$ cat src/rtl/snn_pkg.sv
// Shared types and default widths for the SNN timestep sequencer.
// State encoding is fixed at 3 bits so it can be probed externally.
package snn_pkg;

  localparam int DEF_DATA_W = 8;
  localparam int DEF_CNT_W  = 8;
  localparam int DEF_STEP_W = 8;

  typedef enum logic [2:0] {
    S_IDLE,
    S_CLEAR,
    S_WAIT_IN,
    S_STEP,
    S_SETTLE,
    S_SAMPLE,
    S_DONE
  } state_t;

endpackage

$ cat src/rtl/snn_timestep_sequencer_if.sv
// Input-current stream: one word per timestep, valid/ready handshake.
// The sequencer is the slave; the Wishbone/I-O side is the master.
interface snn_timestep_sequencer_if
  import snn_pkg::*;
#(
  parameter int DATA_W = DEF_DATA_W
);

  logic [DATA_W-1:0] in_data;
  logic              in_valid;
  logic              in_ready;

  modport master (
    output in_data,
    output in_valid,
    input  in_ready
  );

  modport slave (
    input  in_data,
    input  in_valid,
    output in_ready
  );

endinterface

$ cat src/rtl/snn_spike_counter.sv
// Saturating per-neuron spike counters with argmax (ties -> lowest index).
// best is taken over the next-cycle counts so it already includes this sample.
module snn_spike_counter #(
  parameter int N     = 2,
  parameter int CNT_W = 8,
  parameter int WIN_W = 1
) (
  input  logic               clk,
  input  logic               resetb,
  input  logic               clr,
  input  logic [N-1:0]       inc,
  output logic [N*CNT_W-1:0] cnt,
  output logic [WIN_W-1:0]   best
);

  logic [CNT_W-1:0] q   [N];
  logic [CNT_W-1:0] nxt [N];
  logic [CNT_W-1:0] top;

  always_comb begin
    best = '0;
    top  = '0;
    for (int i = 0; i < N; i++) begin
      nxt[i] = q[i];
      if (clr)
        nxt[i] = '0;
      else if (inc[i] && (q[i] != '1))
        nxt[i] = q[i] + 1'b1;
      // strict compare keeps the lowest index on ties
      if (nxt[i] > top) begin
        top  = nxt[i];
        best = WIN_W'(i);
      end
    end
  end

  always_ff @(posedge clk) begin
    if (!resetb) begin
      for (int i = 0; i < N; i++)
        q[i] <= '0;
    end else begin
      for (int i = 0; i < N; i++)
        q[i] <= nxt[i];
    end
  end

  for (genvar g = 0; g < N; g++) begin : g_flat
    assign cnt[g*CNT_W +: CNT_W] = q[g];
  end

endmodule

$ cat src/rtl/snn_timestep_sequencer.sv
// Timestep sequencer for the LIF neuron array: clear, then per step
// take one current word, pulse neuron_en, settle, and count spikes.
module snn_timestep_sequencer
  import snn_pkg::*;
#(
  parameter int N_NEURONS  = 2,
  parameter int DATA_W     = DEF_DATA_W,
  parameter int CNT_W      = DEF_CNT_W,
  parameter int STEP_W     = DEF_STEP_W,
  parameter int SETTLE_CYC = 2,
  localparam int WIN_W =
    (N_NEURONS > 1) ? $clog2(N_NEURONS) : 1
) (
  input  logic                       clk,
  input  logic                       resetb,
  input  logic                       start,
  input  logic [STEP_W-1:0]          num_steps,
  snn_timestep_sequencer_if.slave    src,
  output logic [DATA_W-1:0]          neuron_in,
  output logic                       neuron_en,
  output logic                       neuron_rst,
  input  logic [N_NEURONS-1:0]       spike_in,
  output logic                       busy,
  output logic                       done,
  output logic [STEP_W-1:0]          step_idx,
  output logic [N_NEURONS*CNT_W-1:0] spike_cnt,
  output logic [WIN_W-1:0]           winner
);

  localparam int TMR_W =
    (SETTLE_CYC > 1) ? $clog2(SETTLE_CYC) : 1;
  localparam logic [TMR_W-1:0] TMR_LAST =
    TMR_W'(SETTLE_CYC - 1);

  state_t               state;
  logic [STEP_W-1:0]    steps;
  logic [TMR_W-1:0]     tmr;
  logic                 rdy;
  logic [WIN_W-1:0]     best;
  logic                 clr;
  logic [N_NEURONS-1:0] inc;

  assign src.in_ready = rdy;
  assign clr = (state == S_CLEAR);
  assign inc = (state == S_SAMPLE) ? spike_in : '0;

  snn_spike_counter #(
    .N     (N_NEURONS),
    .CNT_W (CNT_W),
    .WIN_W (WIN_W)
  ) u_cnt (
    .clk    (clk),
    .resetb (resetb),
    .clr    (clr),
    .inc    (inc),
    .cnt    (spike_cnt),
    .best   (best)
  );

  // Outputs are registered alongside the state they belong to.
  always_ff @(posedge clk) begin
    if (!resetb) begin
      state      <= S_IDLE;
      steps      <= '0;
      tmr        <= '0;
      rdy        <= 1'b0;
      neuron_in  <= '0;
      neuron_en  <= 1'b0;
      neuron_rst <= 1'b0;
      busy       <= 1'b0;
      done       <= 1'b0;
      step_idx   <= '0;
      winner     <= '0;
    end else begin
      neuron_en  <= 1'b0;
      neuron_rst <= 1'b0;
      done       <= 1'b0;
      unique case (state)
        S_IDLE: begin
          if (start) begin
            steps      <= num_steps;
            neuron_rst <= 1'b1;
            busy       <= 1'b1;
            state      <= S_CLEAR;
          end
        end
        S_CLEAR: begin
          step_idx <= '0;
          winner   <= '0;
          if (steps == '0) begin
            done  <= 1'b1;
            state <= S_DONE;
          end else begin
            rdy   <= 1'b1;
            state <= S_WAIT_IN;
          end
        end
        S_WAIT_IN: begin
          if (src.in_valid) begin
            neuron_in <= src.in_data;
            rdy       <= 1'b0;
            neuron_en <= 1'b1;
            state     <= S_STEP;
          end
        end
        S_STEP: begin
          tmr <= '0;
          if (SETTLE_CYC == 0)
            state <= S_SAMPLE;
          else
            state <= S_SETTLE;
        end
        S_SETTLE: begin
          if (tmr == TMR_LAST)
            state <= S_SAMPLE;
          else
            tmr <= tmr + 1'b1;
        end
        S_SAMPLE: begin
          if (step_idx == steps - 1'b1) begin
            done   <= 1'b1;
            winner <= best;
            state  <= S_DONE;
          end else begin
            step_idx <= step_idx + 1'b1;
            rdy      <= 1'b1;
            state    <= S_WAIT_IN;
          end
        end
        S_DONE: begin
          busy  <= 1'b0;
          state <= S_IDLE;
        end
        default: state <= S_IDLE;
      endcase
    end
  end

endmodule
$ cat src/flat_wrapper.sv
// flat-port wrapper written by rule: the top's interface ports become plain ports
module snn_timestep_sequencer_flat import snn_pkg::*;
#(
  parameter int N_NEURONS  = 2,
  parameter int DATA_W     = DEF_DATA_W,
  parameter int CNT_W      = DEF_CNT_W,
  parameter int STEP_W     = DEF_STEP_W,
  parameter int SETTLE_CYC = 2,
  localparam int WIN_W =
    (N_NEURONS > 1) ? $clog2(N_NEURONS) : 1
)
  (clk, resetb, start, num_steps, neuron_in, neuron_en, neuron_rst, spike_in, busy, done, step_idx, spike_cnt, winner, src_in_data, src_in_valid, src_in_ready);
  snn_timestep_sequencer_if #(.DATA_W(DATA_W)) src_i ();
  input  logic clk;
  input  logic resetb;
  input  logic start;
  input  logic [STEP_W-1:0] num_steps;
  output logic [DATA_W-1:0] neuron_in;
  output logic neuron_en;
  output logic neuron_rst;
  input  logic [N_NEURONS-1:0] spike_in;
  output logic busy;
  output logic done;
  output logic [STEP_W-1:0] step_idx;
  output logic [N_NEURONS*CNT_W-1:0] spike_cnt;
  output logic [WIN_W-1:0] winner;
  input wire logic [$bits(src_i.in_data)-1:0] src_in_data;
  input wire logic [$bits(src_i.in_valid)-1:0] src_in_valid;
  output wire logic [$bits(src_i.in_ready)-1:0] src_in_ready;
  assign src_i.in_data = src_in_data;
  assign src_i.in_valid = src_in_valid;
  assign src_in_ready = src_i.in_ready;
  snn_timestep_sequencer #(.N_NEURONS(N_NEURONS), .DATA_W(DATA_W), .CNT_W(CNT_W), .STEP_W(STEP_W), .SETTLE_CYC(SETTLE_CYC)) u_core (.clk(clk), .resetb(resetb), .start(start), .num_steps(num_steps), .src(src_i), .neuron_in(neuron_in), .neuron_en(neuron_en), .neuron_rst(neuron_rst), .spike_in(spike_in), .busy(busy), .done(done), .step_idx(step_idx), .spike_cnt(spike_cnt), .winner(winner));
endmodule
$ cat config.mk
export PLATFORM = sky130hd
export DESIGN_NAME = snn_timestep_sequencer_flat
export DESIGN_NICKNAME = d
export VERILOG_FILES = /design/src/rtl/snn_pkg.sv /design/src/rtl/snn_timestep_sequencer_if.sv /design/src/rtl/snn_spike_counter.sv /design/src/rtl/snn_timestep_sequencer.sv /design/src/flat_wrapper.sv
export SDC_FILE = /design/constraint.sdc
export NUM_CORES = 1
export LEC_CHECK = 0
export ABC_AREA = 0
export CORE_MARGIN = 8
export CORE_UTILIZATION = 50
export DETAILED_ROUTE_END_ITERATION = 8
export HOLD_SLACK_MARGIN = 0.02
export PLACE_DENSITY = 0.84
export SLEW_MARGIN = 20
export SYNTH_ARGS = -nofsm -noshare
export SYNTH_HDL_FRONTEND = slang
export SYNTH_SLANG_ARGS = --single-unit
$ cat constraint.sdc
create_clock -name clk -period 3.9 [get_ports clk]
set_input_delay 0.585 -clock clk [delete_from_list [all_inputs] [get_ports clk]]
set_output_delay 0.585 -clock clk [all_outputs]
set_load 0.005 [all_outputs]
==> qor.yml, run 1 <==
hold_violations: 0
syn_inst: 320
endpoint_kind: "flop"
start_util_pct: 51.8
critPathMaxStageDelay_ns: 0.47
first_pass_iters: 4
ir_drop_mv: 0.332
fin_crit_ns: 3.09
antenna_found_initial: 0
chipHeight_um: 89.0
critical_path_class: "reg2reg"
synth.avg_cell_area_um2: 8.32
fin_cells: 446
crit_family: "compound AO/OA/AOI/OAI gates"
ctsHtreeMaxLevel: 2
post-route-period-util_pct: 79.2
hold_buffers: 0
maxCapViolations: 0
synth.cell_area_mm2: 0.00266
synth_warnings: 0
wl_per_cell_um: 14.7
setup_viol: 0
placementRows: 26
crit_arrival_ns: 3.26
grt.total_usage_pct: 17.1
synthTopCellsByArea: "dfxtp_1 (38%), ha_1 (6.1%), nand2_1 (5.9%), nor2_1 (4.8%), xnor2_1 (3.9%)"
tightest_slew_ns: 0.811
status: "finished, final reports clean"
clkLatencyLatePin_ns: 0.30
tritoncts: "built"
wirelength_um: 6550
ff_latch_area_mm2: 0.00100
hp-class: "reg2reg"
hpwl_um: 4890
cts_setup_buffers: 0
cp_slowest_cell: "dfxtp_1"
diodes: 0
dp_slack_ns: 0.643
max_freq_mhz: 324
synthesis.nets: 355
max_slew_margin_pct: 45.5
grt_max_degree: 36
clk_pin_slew_worst_paths_ns: 0.09
ys.flop_type: "dfxtp_1"
cts.path.max_buffers: 2
leakage_nw: 1.26
multiInputGateArea_mm2: 0.00158
yosys_register_bits: 50
nNetsFinal: 410
drv_slew: 0
skew_ns: 0.00869
power_density_mw_per_mm2: 331
syn_to_final_growth_pct: 28.6
fin_tns_setup_ns: 0
nFillCells: 442
viasPerCell: 5.48
critPathLaunchType: "flop"
synth_most_common_cell: "dfxtp_1"
crit_buf_inv: 2
post-route-util_pct: 66.6
fin_ws_ns: 0.813
grt_overflow: 0
synth_commonest_cells: "dfxtp_1 (50), nand2_1 (42), nor2_1 (34)"
grt_pass1_wl_um: 10800
drive_above_1_share_pct: 5.32
synth_edf_count: 0
core_region_area_mm2: 0.00514
dieArea_mm2: 0.00792
cts_made_buffers: 5
synth_top_area_cell: "dfxtp_1"
vias: 2445
cts_root_buf: "clkbuf_8"
async_reset_ff_share_pct: 0
path_cells: "nor2b_1, buf_4, nand3_1, a41oi_1, buf_4, nand4_1, o21ba_2, nor3_1, ha_1, a21o_1, a21o_1, a21oi_1, o21ai_0, o2111ai_1, o21ai_0"
drtIter0Drc: 168
crit_fanout: 9
die_x_um: 89.0
post-route-drc-count: 0
yosysTopAreaCellShare_pct: 37.6
cts_resized: 0
gp_congestion: 0.800
synth_cell_types: 50
dpl.cell_count: 438
ios: 60
synth-seq-area-share_pct: 37.6
cp.required_ns: 4.07
cts.sinks: 50
io_buffers: 59
grt_pass1_vias: 2414
drtAntennaViolNets: 0
rsz0062_at_grt: "false"
==> layout by cell type (no fill, tap or decap), types with 4 or more instances in the layout <==
cell / n
clkdlybuf4s50_1: 59
dfxtp_1: 50
nand2_1: 42
nor2_1: 34
nand3_1: 19
a21oi_1: 15
ha_1: 13
xnor2_1: 12
mux2i_1: 10
xor2_1: 10
nor3_1: 9
and2_1: 9
nand4_1: 8
a31oi_1: 7
inv_1: 6
o21ai_0: 6
and3_1: 5
clkbuf_8: 5
o21ai_1: 4
or4_1: 4
buf_4: 4
==> routing by layer <==
layer / routed length (um) / share of wire [%] / GRT usage, %
met5: 0 / 0 / 0
met4: 61 / 0.93 / 5.74
met3: 383 / 5.8 / 3.95
met2: 3250 / 50 / 29.6
met1: 2860 / 44 / 20.1
==> kinds of logic after synthesis <==
logic type / share of synthesized area, %
compound gates: 13.4
xor+xnor: 7.24
fa+ha+maj: 6.11
buf+inv: 3.15
flops: 37.6
mux: 4.18
simple gates: 28.3
==> report_power, final <==
part	internal (W)	total, W	switching (W)	leakage (nW)
registers	0.000533	0.000562	0.0000287	0.405
logic	0.0000947	0.000209	0.000114	0.799
clock network	0.000192	0.000363	0.000171	0.0514
total	0.000819	0.00113	0.000314	1.26
==> worst reg2reg max path: cells and delay by family, from the launching register on <==
kind | cells | cell delay [ns]
AOI/OAI and AO/OA | 8 | 1.22
adders and majority gates | 1 | 0.29
buffers and inverters | 2 | 0.37
DFF | 1 | 0.47
and+or+nand+nor | 4 | 0.61
==> registers in the layout, summed over array words and instances, names as in the netlist <==
signal	flops
u_core.neuron_en	1
u_core.steps	8
u_core.state	3
u_core.busy	1
u_core.u_cnt.q	16
u_core.done	1
u_core.neuron_in	8
u_core.tmr	1
u_core.step_idx	8
u_core.src.in_ready	1
u_core.neuron_rst	1
u_core.winner	1
==> path summary, 6_finish.rpt <==
check             cells after the start  slack (ns)       startpoint       endpoint
hold reg to reg                       2        0.48    u_core.winner  u_core.winner
setup reg to reg                     15        0.81  u_core.state[0]  u_core.winner
setup / recovery                     15        0.81  u_core.state[0]  u_core.winner
hold / removal                        2        0.48    u_core.winner  u_core.winner
==> stage by stage <==
stage | power [W] | instance area [um2] | hold slack [ns]
after floorplan | 0.000706 | 2660 | 0.446
after global routing | 0.00119 | 3420 | 0.509
after detailed placement | 0.000781 | 3310 | 0.466
after CTS | 0.00114 | 3420 | 0.480
final | 0.00113 | 3420 | 0.476
after global placement | 0.000774 | 3310 | 0.462
==> layout make-up <==
cell class                      count  share of cell area (%)
Inverter                            7                   0.768
Sequential cell                    50                    29.2
Timing Repair Buffer               63                    18.1
Tap cell                           70                    2.56
Clock inverter                      2                    1.10
Clock buffer                        6                    2.12
Multi-Input combinational cell    248                    46.1
(Power assumes the default switching activity.)
==> inputs of run 2 (changes only) <==
CORE_UTILIZATION = 45   (was 50)
PLACE_DENSITY = 0.81   (was 0.84)
clock period = 2.6 ns   (was 3.9 ns; I/O delays follow)
==> run 2 against run 1 <==
Against the previous run: combinational power rose by 76%; wire length rose by 15%; critical path type unchanged; maximum frequency grew 24%; final area up 10%; worst hold slack improved by 0.011 ns; final cell count increased by 6.7%; register-to-register slack lost 0.71 ns.
==> qor.yml, run 2 (synthesized netlist as in run 1, its figures left out) <==
critPathLaunchType: "flop"
antenna_found_initial: 0
endpoint: "u_core.winner"
final_common_cell: "clkdlybuf4s50_1"
vias: 2684
crit_arrival_ns: 2.70
critical_path_class: "reg2reg"
ios: 60
io_buffers: 59
clk_pin_slew_worst_paths_ns: 0.10
first_pass_iters: 4
max_slew_margin_pct: 61.5
endpoint_kind: "flop"
setup_viol: 0
clkLatencyLatePin_ns: 0.31
leakage_nw: 1.41
wl_per_cell_um: 15.9
hold_buffers: 0
fin_ws_ns: 0.102
regToRegEndpoint: "u_core.winner"
drtAntennaViolNets: 0
core_region_area_mm2: 0.00582
crit_buf_inv: 1
cts_root_buf: "clkbuf_8"
fin_area_mm2: 0.00377
cp_slowest_cell: "dfxtp_2"
ir_drop_mv: 0.317
syn_to_final_growth_pct: 41.5
skew_ns: 0.0169
hp-class: "reg2reg"
crit_fanout: 4
reg2reg_depth: 14
grt_overflow: 0
grt.total_usage_pct: 17.4
cp.required_ns: 2.80
largest_reg_flops: 16
tightest_slew_ns: 0.575
die_x_um: 92.9
fin_cells: 476
critPathMaxStageDelay_ns: 0.33
cts_made_buffers: 5
tritoncts: "built"
cp-startpoint: "u_core.state[0]"
viasPerCell: 5.64
hpwl_um: 5510
dieArea_mm2: 0.00863
cts.path.max_buffers: 2
diodes: 0
start_util_pct: 45.8
ff_latch_area_mm2: 0.00100
drtIter0Drc: 214
multiInputGateArea_mm2: 0.00172
final_cell_mix: "clkdlybuf4s50_1 (59), dfxtp_1 (48), nand2_1 (41)"
dp_slack_ns: -0.246
top_register: "u_core.u_cnt.q"
grt_pass1_vias: 2611
wirelength_um: 7560
grt_max_degree: 28
drv_slew: 0
r2r-start: "u_core.state[0]"
chipHeight_um: 92.9
nFillCells: 529
gp_congestion: 0.892
rsz0062_at_grt: "true"
dpl.cell_count: 467
placementRows: 28
dpl_cell_area_mm2: 0.00354
maxCapViolations: 0
fin_crit_ns: 2.50
fin_tns_setup_ns: 0
rrSetupSlack_ns: 0.10
grt_pass1_wl_um: 12300
cts.sinks: 50
path_cells: "nor2b_1, buf_4, nand3_4, a41oi_4, nand4_1, o21ba_4, nor3_4, ha_4, a21o_1, a21o_1, a21oi_2, o21ai_1, o2111ai_1, o21ai_1"
nNetsFinal: 435
drive_above_1_share_pct: 16.5
power_density_mw_per_mm2: 464
ctsHtreeMaxLevel: 2
cp_num_cells: 14
post-route-period-util_pct: 96.1
status: "finished, final reports clean"
max_freq_mhz: 400
hold_violations: 0
crit_family: "compound AO/OA/AOI/OAI gates"
post-route-drc-count: 0
-- run 2: metrics by stage --
stage                     util (%)  hold slack, ns  power [W]
after global placement        60.9           0.456    0.00119
final                         64.8           0.488    0.00175
after detailed placement      60.9           0.469    0.00121
after CTS                     63.1           0.481    0.00175
after floorplan                  -           0.445    0.00107
after global routing          64.8           0.519    0.00183
-- run 2: worst min path at each step --
stage | start | end | slack, ns | depth (start not counted)
detailed placement | u_core.winner | u_core.winner | 0.47 | 2
global route | u_core.tmr | u_core.tmr | 0.52 | 2
global placement | u_core.tmr | u_core.tmr | 0.46 | 2
finish | u_core.winner | u_core.winner | 0.49 | 2
floorplan | u_core.winner | u_core.winner | 0.44 | 2
CTS | u_core.winner | u_core.winner | 0.48 | 2
-- run 2: layout make-up --
cell class,count,share of cell area (%)
multi-input cells,248,45.7
clock inverters,3,1.06
clock buffers,5,1.83
inverters,7,0.697
flip-flops and latches,50,26.6
repair buffers,88,21.6
well taps,75,2.49
-- run 2: power breakdown --
part	total, W	switching [W]	internal [W]
Combinational	0.000367	0.000202	0.000165
Sequential	0.000831	0.0000313	0.000800
Clock	0.000549	0.000265	0.000284
Total	0.00175	0.000498	0.00125
-- run 2: worst register-to-register path: cells and delay by family (launching register included) --
kind / cells / cell delay (ns)
buf+inv: 1 / 0.16
fa+ha+maj: 1 / 0.23
flops: 1 / 0.33
simple gates: 4 / 0.55
compound gates: 8 / 1.15
-- run 2: timing repair --
| action | in CTS | in global routing |
|---|---|---|
| resized for setup | 5 | 18 |
| pin swaps | 3 | 9 |
| setup endpoints to repair | 1 | 2 |
| buffers inserted | 1 | 0 |
-- run 2: routing by layer --
layer | part of all wire (%) | global-route usage, %
met1 | 41 | 20.1
met2 | 49 | 29.7
met3 | 7.6 | 4.69
met4 | 2.4 | 6.44
met5 | 0 | 0
